--- src/rtl/text_console_writer.sv ---
// Character-cell text console writer: turns an ASCII byte stream into video RAM writes and tracks the cursor.
// Optional macro TEXT_CONSOLE_POWERON_CLEAR_EN: clear the whole screen once after reset is released.
module text_console_writer #(
  parameter int COLUMNS = 40,
  parameter int ROWS    = 15,
  parameter int A       = 10,
  parameter int D       = 8
) (
  input  logic         clk,
  input  logic         reset_n,
  input  logic [7:0]   char_in,
  input  logic         char_valid,
  output logic         char_ready,
  output logic         we,
  output logic [A-1:0] waddr,
  output logic [D-1:0] wdata,
  output logic [5:0]   cursor_col,
  output logic [4:0]   cursor_row,
  output logic         busy
);

  typedef enum logic [1:0] {IDLE, WRITE, CLRROW, CLRALL} state_t;

  state_t       state_q, state_nxt;
  logic [5:0]   col_q, col_nxt;
  logic [4:0]   row_q, row_nxt;
  logic [A-1:0] waddr_q, waddr_nxt;
  logic [D-1:0] wdata_q, wdata_nxt;
  logic [15:0]  cnt_q, cnt_nxt;
  logic [15:0]  cnt_last;
  logic         prime_q, prime_nxt;
  logic         pend_q;

  // Full-width cell address, truncated only at the end.
  function automatic logic [A-1:0] cell_addr(input int r, input int c);
    int full;
    full = r * COLUMNS + c;
    return full[A-1:0];
  endfunction

  function automatic logic [4:0] next_row(input logic [4:0] r);
    return (r == 5'(ROWS - 1)) ? 5'd0 : r + 5'd1;
  endfunction

`ifdef TEXT_CONSOLE_POWERON_CLEAR_EN
  always_ff @(posedge clk or negedge reset_n) begin
    if (!reset_n) pend_q <= 1'b1;
    else          pend_q <= 1'b0;
  end
`else
  assign pend_q = 1'b0;
`endif

  always_ff @(posedge clk or negedge reset_n) begin
    if (!reset_n) begin
      state_q <= IDLE;
      col_q   <= '0;
      row_q   <= '0;
      waddr_q <= '0;
      wdata_q <= '0;
      cnt_q   <= '0;
      prime_q <= 1'b0;
    end else begin
      state_q <= state_nxt;
      col_q   <= col_nxt;
      row_q   <= row_nxt;
      waddr_q <= waddr_nxt;
      wdata_q <= wdata_nxt;
      cnt_q   <= cnt_nxt;
      prime_q <= prime_nxt;
    end
  end

  // A clear entered from IDLE spends one priming cycle (we=0) loading its base address.
  always_comb begin
    state_nxt = state_q;
    col_nxt   = col_q;
    row_nxt   = row_q;
    waddr_nxt = waddr_q;
    wdata_nxt = wdata_q;
    cnt_nxt   = cnt_q;
    prime_nxt = prime_q;
    cnt_last  = (state_q == CLRROW) ? 16'(COLUMNS - 1) : 16'(COLUMNS * ROWS - 1);
    case (state_q)
      IDLE: begin
        if (pend_q) begin
          state_nxt = CLRALL;
          prime_nxt = 1'b1;
        end else if (char_valid) begin
          if (char_in >= 8'h20 && char_in <= 8'h7E) begin
            state_nxt = WRITE;
            waddr_nxt = cell_addr(int'(row_q), int'(col_q));
            wdata_nxt = D'(char_in);
          end else begin
            case (char_in)
              8'h0D: col_nxt = '0;
              8'h08: if (col_q != 6'd0) col_nxt = col_q - 6'd1;
              8'h0A: begin
                row_nxt   = next_row(row_q);
                state_nxt = CLRROW;
                prime_nxt = 1'b1;
              end
              8'h0C: begin
                state_nxt = CLRALL;
                prime_nxt = 1'b1;
              end
              default: ;
            endcase
          end
        end
      end
      WRITE: begin
        if (col_q == 6'(COLUMNS - 1)) begin
          col_nxt   = '0;
          row_nxt   = next_row(row_q);
          state_nxt = CLRROW;
          prime_nxt = 1'b0;
          waddr_nxt = cell_addr(int'(next_row(row_q)), 0);
          wdata_nxt = D'(8'h20);
          cnt_nxt   = '0;
        end else begin
          col_nxt   = col_q + 6'd1;
          state_nxt = IDLE;
        end
      end
      CLRROW, CLRALL: begin
        if (prime_q) begin
          prime_nxt = 1'b0;
          cnt_nxt   = '0;
          wdata_nxt = D'(8'h20);
          waddr_nxt = (state_q == CLRROW) ? cell_addr(int'(row_q), 0) : '0;
        end else if (cnt_q == cnt_last) begin
          state_nxt = IDLE;
          if (state_q == CLRALL) begin
            col_nxt = '0;
            row_nxt = '0;
          end
        end else begin
          cnt_nxt   = cnt_q + 16'd1;
          waddr_nxt = waddr_q + A'(1);
        end
      end
      default: state_nxt = IDLE;
    endcase
  end

  assign we         = (state_q == WRITE) ||
                      (((state_q == CLRROW) || (state_q == CLRALL)) && !prime_q);
  assign waddr      = waddr_q;
  assign wdata      = wdata_q;
  assign cursor_col = col_q;
  assign cursor_row = row_q;
  assign busy       = (state_q != IDLE);
  assign char_ready = reset_n && (state_q == IDLE) && !pend_q;

endmodule

--- config.mk ---
export PLATFORM = sky130hd
export DESIGN_NAME = text_console_writer
export DESIGN_NICKNAME = d
export VERILOG_FILES = /design/src/rtl/text_console_writer.sv
export SDC_FILE = /design/constraint.sdc
export NUM_CORES = 1
export LEC_CHECK = 0
export CAP_MARGIN = 25
export CORE_AREA = 4 4 62 121
export DETAILED_ROUTE_END_ITERATION = 6
export DIE_AREA = 0 0 66 125
export GPL_TIMING_DRIVEN = 0
export PLACE_DENSITY = 0.79
export SKIP_CTS_REPAIR_TIMING = 1
export SLEW_MARGIN = 20
export SYNTH_ARGS = -nofsm -noshare
export SYNTH_HDL_FRONTEND = slang
export SYNTH_SLANG_ARGS = --single-unit
--- constraint.sdc ---
create_clock -name clk -period 4.3 [get_ports clk]
set_clock_uncertainty 0.1 [all_clocks]
set_input_delay 0.86 -clock clk [delete_from_list [all_inputs] [get_ports clk]]
set_output_delay 0.86 -clock clk [all_outputs]
set_load 0.01 [all_outputs]
# ---- Word level (Yosys, flattened, before mapping)
# Cells that the tools add are included.
dict set report classes {
  n_addsub 6
  multipliers 2
  magnitude_cmp 2
  n_eq_ne 24
  n_mux 47
  n_reduce_logical 19
}
# cell n
set ops {}
lappend ops {{10-bit 2-to-1 mux} 7}
lappend ops {{16-bit 2-to-1 mux} 3}
lappend ops {{6-bit 2-to-1 mux} 7}
lappend ops {{5-bit 2-to-1 mux} 8}
lappend ops {{8-bit by 4-bit equality test with 1-bit output (second input constant)} 4}
lappend ops {{8-bit 2-to-1 mux} 4}
lappend ops {{16-bit one-hot mux with 2 select lines} 1}
lappend ops {{10-bit one-hot mux with 3 select lines} 1}
lappend ops {{8-bit one-hot mux with 3 select lines} 1}
lappend ops {{2-bit != test (second input constant)} 9}
lappend ops {{6-bit one-hot mux with 3 select lines} 1}
lappend ops {{16-bit by 1-bit adder with 16-bit output (second input constant)} 1}
lappend ops {{16-bit by 10-bit equality test with 1-bit output} 1}
lappend ops {{4-bit AND reduction} 4}
lappend ops {{5-bit one-hot mux with 3 select lines} 1}
lappend ops {{5-bit by 3-bit multiplier with 7-bit output (second input constant)} 2}
lappend ops {{7-bit AND reduction} 2}
lappend ops {{6-bit one-hot mux with 2 select lines} 1}
lappend ops {{10-bit by 1-bit adder with 10-bit output (second input constant)} 1}
lappend ops {{10-bit by 7-bit adder with 10-bit output} 1}
lappend ops {{2-bit 2-to-1 mux} 5}
lappend ops {{8-bit by 6-bit >= comparator with 1-bit output (second input constant)} 1}
lappend ops {{8-bit by 7-bit less-or-equal comparator with 1-bit output (second input constant)} 1}
lappend ops {{6-bit by 1-bit adder with 6-bit output (second input constant)} 1}
lappend ops {{other kinds (22)} 32}
dict set report word_totals {
  regBits 48
  in_bits 11
  out_inout_bits 32
  wordCells 107
}

# ---- Logic depth before layout (Yosys ltp)
# Gate-level depths: netlist of the first run.
dict set report logic_depth {
  ltp_word 6
  depth_mapped 13
  depth_no_buf 13
}

# ---- Worst setup path after synthesis of the first run
# Ideal clock, no wire load.
dict set report synth_timing {
  path_kind {flip-flop to flip-flop}
  start {register row_q[0], in the netlist cursor_row[0]}
  end {register waddr_q[7], in the netlist waddr[7]}
  setup_time_ps 144
  arrival_time_ps 2875
  required_time_ps 4056
  setup_slack_ps 1181
  stages_incl_launch_ff 12
  cell_sequence {dfrtp_1 -> inv_1 -> ha_1 -> and4b_1 -> clkbuf_1 -> nor2_1 -> ha_1 -> ha_1 -> fa_1 -> a2111o_1 -> o31ai_1 -> a2bb2oi_1}
}
dict set report synth_via {
  elab_chain_len 5
}
# element line
set synth_lines {}
lappend synth_lines {{from (decl)} 26} ;# logic [4:0] row_q, row_nxt;
lappend synth_lines {{from (signal assigned)} 66} ;# row_q <= row_nxt;
lappend synth_lines {{5-bit by 3-bit multiplier with 7-bit output, or another cell as far along} 37} ;# full = r * COLUMNS + c;
lappend synth_lines {{10-bit by 7-bit adder with 10-bit output / 5-bit 2-to-1 mux (equally long branches)} {37, 42}}
lappend synth_lines {{10-bit 2-to-1 mux / 5-bit by 3-bit multiplier with 7-bit output (equally long branches)} {90, 37}}
lappend synth_lines {{10-bit 2-to-1 mux, on equally long branches} {89, 113}}
lappend synth_lines {{10-bit one-hot mux with 3 select lines *} 84} ;# case (state_q)
lappend synth_lines {{to (signal assigned)} 67} ;# waddr_q <= waddr_nxt;
lappend synth_lines {{to (decl)} 27} ;# logic [A-1:0] waddr_q, waddr_nxt;
# Every way passes the cells marked *; elsewhere a longest branch is shown, timed or not. The select of a mux whose other input is x is not followed.
# A chain may end at the register's enable or synchronous reset.

# ---- Worst setup path in the final report of the first run
dict set report layout_timing {
  start {register state_q[1]}
  end {output we}
}
dict set report layout_via {
  elab_chain_len 4
}
# element line
set layout_lines {}
lappend layout_lines {{from (decl)} 24} ;# state_t state_q, state_nxt;
lappend layout_lines {{from (signal assigned)} 64} ;# state_q <= state_nxt;
lappend layout_lines {{2-bit equality test} 148} ;# (((state_q == CLRROW) || (state_q == CLRALL)) && !prime_q);
lappend layout_lines {{1-bit logical OR} 148}
lappend layout_lines {{1-bit logical AND} 148}
lappend layout_lines {{1-bit logical OR *} 147} ;# assign we = (state_q == WRITE) ||
lappend layout_lines {{to (decl)} 14} ;# output logic we,
# Every way passes the cells marked *; elsewhere a longest branch is shown, timed or not.

==> flow_metrics.env, run 1 <==
export IMPL_ioPinCount=43
export IMPL_status="finished clean"
export IMPL_p_per_area_mw_per_mm2=293
export IMPL_diodes=0
export IMPL_drv_cap=0
export IMPL_dieArea_mm2=0.00825
export IMPL_yosysTopAreaCell="dfrtp_1"
export IMPL_vias=3535
export IMPL_final_nets=513
export IMPL_grt_max_degree=28
export IMPL_viasPerCell=6.25
export IMPL_worstPathArrival_ns=2.59
export IMPL_synth_edf_count=0
export IMPL_drive_above_1_share_pct=7.32
export IMPL_cts_tree="built"
export IMPL_antenna_found_initial=0
export IMPL_grt_ovfl_total=0
export IMPL_slew_headroom_pct=45.8
export IMPL_portBuffers=40
export IMPL_fin_crit_sh_pct=82.5
export IMPL_hold_violations=0
export IMPL_period_minus_slack_ns=3.55
export IMPL_grt_pass1_wl_um=17300
export IMPL_avgSynthCellArea_um2=8.51
export IMPL_drt_initial_drc_count=295
export IMPL_yosys_cell_count_top_type="dfrtp_1"
export IMPL_cts_sinks=48
export IMPL_synth_top_area_share_pct=32.9
export IMPL_ir_drop_uv=308
export IMPL_die_h_um=125
export IMPL_grt_use_total_pct=27.2
export IMPL_syn_num_nets=465
export IMPL_hold_class="flip-flop to flip-flop"
export IMPL_worstMarginPinSlew_ns=0.806
export IMPL_cts_root_buf="clkbuf_16"
export IMPL_place_hpwl_um=8270
export IMPL_fillerInstances=578
export IMPL_drc=0
export IMPL_p_leak_nw=1.72
export IMPL_first_global_vias=3517
export IMPL_synth_cells=429
export IMPL_core_area_mm2=0.00657
export IMPL_timing_fmax_ghz=0.282
export IMPL_synth_cell_type_count=77
export IMPL_async_flop_share_pct=100
export IMPL_holdWs_ns=0.389
export IMPL_wl_per_cell_um=18.9
export IMPL_rsz0062_at_grt="no"
export IMPL_htreeDepth=2
export IMPL_drv_slew=0
export IMPL_synth_flop_cell="dfrtp_1"
export IMPL_crit_path_start_kind="flip-flop"
export IMPL_setup_violations=0
export IMPL_final_core_util_pct=66.0
export IMPL_fp_dieW_um=66
export IMPL_fin_tns_setup_ns=0
export IMPL_critPathKind="flip-flop to primary output"
export IMPL_areaGrowthSynthToFinish_pct=18.8
export IMPL_ys_ff_latch=48
export IMPL_numCtsBuffers=5
export IMPL_synth_area_leaders="dfrtp_1 33%, ha_1 7.5%, o21ai_0 6.2%"
export IMPL_synth_commonest_cells="48 x dfrtp_1, 45 x o21ai_0, 44 x nand2_1"
export IMPL_yosysWarnings=0
export IMPL_worst_path_max_fanout=10
export IMPL_clockBufferDepth=2
export IMPL_seq_area_frac_synth_pct=32.9
export IMPL_clkLatencyLatePin_ns=0.30
export IMPL_synth_area_mm2=0.00365
export IMPL_gp_congestion=0.938
export IMPL_rows=42
export IMPL_clk_pin_slew_ns=0.06
export IMPL_ant_nets=0
export IMPL_start_util_pct=55.6
export IMPL_end_kind="primary output"
export IMPL_wirelength_um=10700
export IMPL_critPathRequiredTime_ns=3.34
export IMPL_firstDrtPassIters=5
[registers in the layout (all words and copies together) (netlist names)]
name and cells:
cursor_row 5, wdata 8, state_q 2, prime_q 1, waddr 10, cnt_q 16
cursor_col 6
[cells by family after synthesis]
family | synth area share, %
adder cells (fa/ha/maj) | 9.18
multiplexers | 0.548
buffers and inverters | 5.45
XOR/XNOR | 4.08
AO/OA/AOI/OAI | 25.2
flip-flops | 32.9
AND/OR/NAND/NOR | 22.6
[final timing paths]
kind	cells past startpoint	end	slack, ns	start
min in group asynchronous	1	waddr[6]$_DFFE_PN0P_	0.49	reset_n
max	6	we	0.75	state_q[1]$_DFFE_PN0P_
max in group asynchronous	2	cursor_col[0]$_DFFE_PN0P_	3.05	reset_n
max reg2reg	11	waddr[7]$_DFFE_PN0P_	0.76	cursor_row[0]$_DFFE_PN0P_
min reg2reg	2	wdata[2]$_DFFE_PN0P_	0.39	wdata[2]$_DFFE_PN0P_
min	2	wdata[2]$_DFFE_PN0P_	0.39	wdata[2]$_DFFE_PN0P_
[power breakdown]
group	leakage, nW	switching (W)	internal, W	total [W]
logic	1.05	0.000150	0.000143	0.000293
clock network	0.0712	0.000164	0.000232	0.000397
registers	0.599	0.0000764	0.000506	0.000582
[worst max-delay path, stage by stage, from the launching register on]
cell and delay, ns:
dfrtp_1 0.31, buf_2 0.20, clkbuf_1 0.40, nand2_1 0.30, clkbuf_1 0.36, nand2_1 0.18, clkdlybuf4s50_1 0.55
[cell type report]
type,instances,area [µm²],area share [%]
buffer,25,131,3.03
clock buffer,8,146,3.37
inverter,18,67.6,1.56
multi-input combinational,338,2260,52.1
sequential,48,1200,27.7
tap,88,110,2.54
timing repair buffer,41,423,9.75
[layout by cell type, fill, tap and decap left out, types with 3 or more instances in the layout]
cell,n
clkbuf_16,5
nor3_1,9
o22ai_1,3
buf_4,3
nand2_1,44
o211ai_1,5
o21ai_0,45
ha_1,22
a31oi_1,8
clkdlybuf4s50_1,39
and3_1,5
nand2b_1,3
o41ai_1,6
o31ai_1,8
xnor2_1,10
clkbuf_1,19
nand3_1,19
inv_1,17
nor2_1,41
fa_1,3
a21o_1,4
xor2_1,7
buf_2,3
nand4_1,8
and2_1,4
dfrtp_1,48
nor2b_1,4
a21oi_1,15
[per-stage QoR]
step                worst slack (ns)  cells  total power, W  instance area (µm²)
finish                         0.752    566         0.00127                 4340
global route                   0.600    566         0.00133                 4340
CTS                            0.766    566         0.00128                 4340
detailed placement             0.798    558        0.000878                 4190
global placement              -0.476    557        0.000866                 4160
floorplan                       1.18    429        0.000737                 3650
[layer usage]
metal	up-vias	part of all wire [%]	GRT usage [%]
met5	-	0	0
met3	46	3.6	3.86
met1	1705	34	27.4
li1	1676	-	-
met2	108	56	50.7
met4	0	5.8	15.2
(Power assumes the default switching activity.)
==> inputs of run 2 (changes only) <==
==> constraint.sdc (replaced) <==
create_clock -name clk -period 3.5 [get_ports clk]
set_clock_uncertainty 0.1 [all_clocks]
set_input_delay 0.7 -clock clk [delete_from_list [all_inputs] [get_ports clk]]
set_output_delay 0.7 -clock clk [all_outputs]
set_load 0.01 [all_outputs]
==> run 2 against run 1 <==
- register-to-register slack lost 0.62 ns
- sequential cell count is the same
- wire length up 0.45%
- critical path type is now flip-flop to flip-flop
- largest power group unchanged
- highest routed layer unchanged
==> flow_metrics.env, run 2 (synthesized netlist as in run 1, its figures left out) <==
export IMPL_clkLatencyLatePin_ns=0.30
export IMPL_largest_reg_flops=16
export IMPL_worst_path_max_fanout=9
export IMPL_p_leak_nw=1.72
export IMPL_cts_root_buf="clkbuf_16"
export IMPL_worst_path_max_delay_cell="dfrtp_1"
export IMPL_areaGrowthSynthToFinish_pct=18.6
export IMPL_final_cell_mix="47 x dfrtp_1, 45 x o21ai_0, 44 x nand2_1"
export IMPL_viasPerCell=6.34
export IMPL_timing_fmax_ghz=0.298
export IMPL_reg2reg_slack_ns=0.14
export IMPL_rsz0062_at_grt="no"
export IMPL_crit_path_start_kind="flip-flop"
export IMPL_ant_nets=0
export IMPL_numCtsBuffers=5
export IMPL_grt_max_degree=28
export IMPL_cts_sinks=48
export IMPL_cpMostUsedCell="ha_1"
export IMPL_worstPathArrival_ns=3.41
export IMPL_ioPinCount=43
export IMPL_core_area_mm2=0.00657
export IMPL_slew_headroom_pct=43.8
export IMPL_fp_dieW_um=66
export IMPL_ir_drop_uv=380
export IMPL_regMostFlops="cnt_q"
export IMPL_fin_tns_setup_ns=0
export IMPL_path_cells="ha_1 -> nand3_1 -> mux2i_1 -> inv_1 -> ha_1 -> fa_1 -> a2111o_1 -> o31ai_1 -> a2bb2oi_1"
export IMPL_vias=3576
export IMPL_p_per_area_mw_per_mm2=361
export IMPL_final_cell_count_no_fill=564
export IMPL_critPathRequiredTime_ns=3.55
export IMPL_clockBufferDepth=2
export IMPL_hold_violations=0
export IMPL_reg2reg_from="cursor_row[1]$_DFFE_PN0P_"
export IMPL_reg2reg_to="waddr[7]$_DFFE_PN0P_"
export IMPL_first_global_vias=3517
export IMPL_die_h_um=125
export IMPL_portBuffers=40
export IMPL_drv_cap=0
export IMPL_hold_class="primary input to async pin"
export IMPL_layout_commonest_cell="dfrtp_1"
export IMPL_status="finished clean"
export IMPL_dieArea_mm2=0.00825
export IMPL_critPathKind="flip-flop to flip-flop"
export IMPL_end_kind="flip-flop"
export IMPL_worstMarginPinSlew_ns=0.836
export IMPL_drv_slew=0
export IMPL_drive_above_1_share_pct=7.77
export IMPL_design_area_mm2=0.00433
export IMPL_grt_ovfl_total=0
export IMPL_grt_pass1_wl_um=17300
export IMPL_place_hpwl_um=8270
export IMPL_worst_path_largest_cell_delay_ns=0.53
export IMPL_reg2reg_depth=9
export IMPL_dpl_cell_area_mm2=0.00419
export IMPL_cts_tree="built"
export IMPL_drt_initial_drc_count=244
export IMPL_firstDrtPassIters=5
export IMPL_rows=42
export IMPL_grt_use_total_pct=27.2
export IMPL_fin_crit_sh_pct=95.9
export IMPL_drc=0
export IMPL_final_core_util_pct=66.0
export IMPL_wirelength_um=10700
export IMPL_final_nets=511
export IMPL_clk_pin_slew_ns=0.07
export IMPL_htreeDepth=2
export IMPL_diodes=0
export IMPL_gp_congestion=0.938
export IMPL_wl_per_cell_um=19.0
export IMPL_setup_violations=0
export IMPL_antenna_found_initial=0
export IMPL_start_util_pct=55.6
export IMPL_period_minus_slack_ns=3.36
export IMPL_dp_cells=558
==> run 2: layer usage <==
| metal | wire length (µm) | vias up | GRT usage, % |
|---|---|---|---|
| met5 | 0 | - | 0 |
| met4 | 578 | 0 | 15.2 |
| met3 | 365 | 41 | 3.86 |
| met2 | 6010 | 121 | 50.7 |
| met1 | 3780 | 1741 | 27.4 |
| li1 | - | 1673 | - |
==> run 2: final cells by class <==
class	instances	area [µm²]
multi-input combinational	338	2260
fill	581	2240
sequential	48	1200
timing repair buffer	41	423
clock buffer	8	146
buffer	23	124
tap	88	110
inverter	18	67.6
==> run 2: stage by stage <==
stage / setup WS [ns] / total power (W) / hold slack (ns)
finish: 0.145 / 0.00156 / 0.328
global route: 0.000751 / 0.00164 / 0.388
CTS: -0.0345 / 0.00157 / 0.357
detailed placement: -0.00174 / 0.00108 / 0.375
global placement: -0.956 / 0.00106 / 0.364
floorplan: 0.381 / 0.000905 / 0.304
==> run 2: worst max path at each step <==
stage	from	end
finish	cursor_row[1]$_DFFE_PN0P_	waddr[7]$_DFFE_PN0P_
global route	cursor_row[1]$_DFFE_PN0P_	waddr[7]$_DFFE_PN0P_
CTS	cursor_row[0]$_DFFE_PN0P_	waddr[7]$_DFFE_PN0P_
detailed placement	cursor_row[0]$_DFFE_PN0P_	waddr[7]$_DFFE_PN0P_
global placement	reset_n	char_ready
floorplan	cursor_row[0]$_DFFE_PN0P_	waddr[7]$_DFFE_PN0P_
==> run 2: worst max-delay path, delay by kind of cell (launching register included) <==
family | cells | cell delay (ns)
muxes | 1 | 0.42
adders and majority gates | 3 | 1.17
buffers and inverters | 1 | 0.12
AOI/OAI and AO/OA | 3 | 0.75
DFF | 1 | 0.53
and+or+nand+nor | 1 | 0.11
==> run 2: report_power, final <==
| group | internal, W | leakage, nW | switching, W |
|---|---|---|---|
| clock | 0.000285 | 0.0712 | 0.000206 |
| sequential | 0.000621 | 0.597 | 0.0000946 |
| combinational | 0.000176 | 1.05 | 0.000183 |
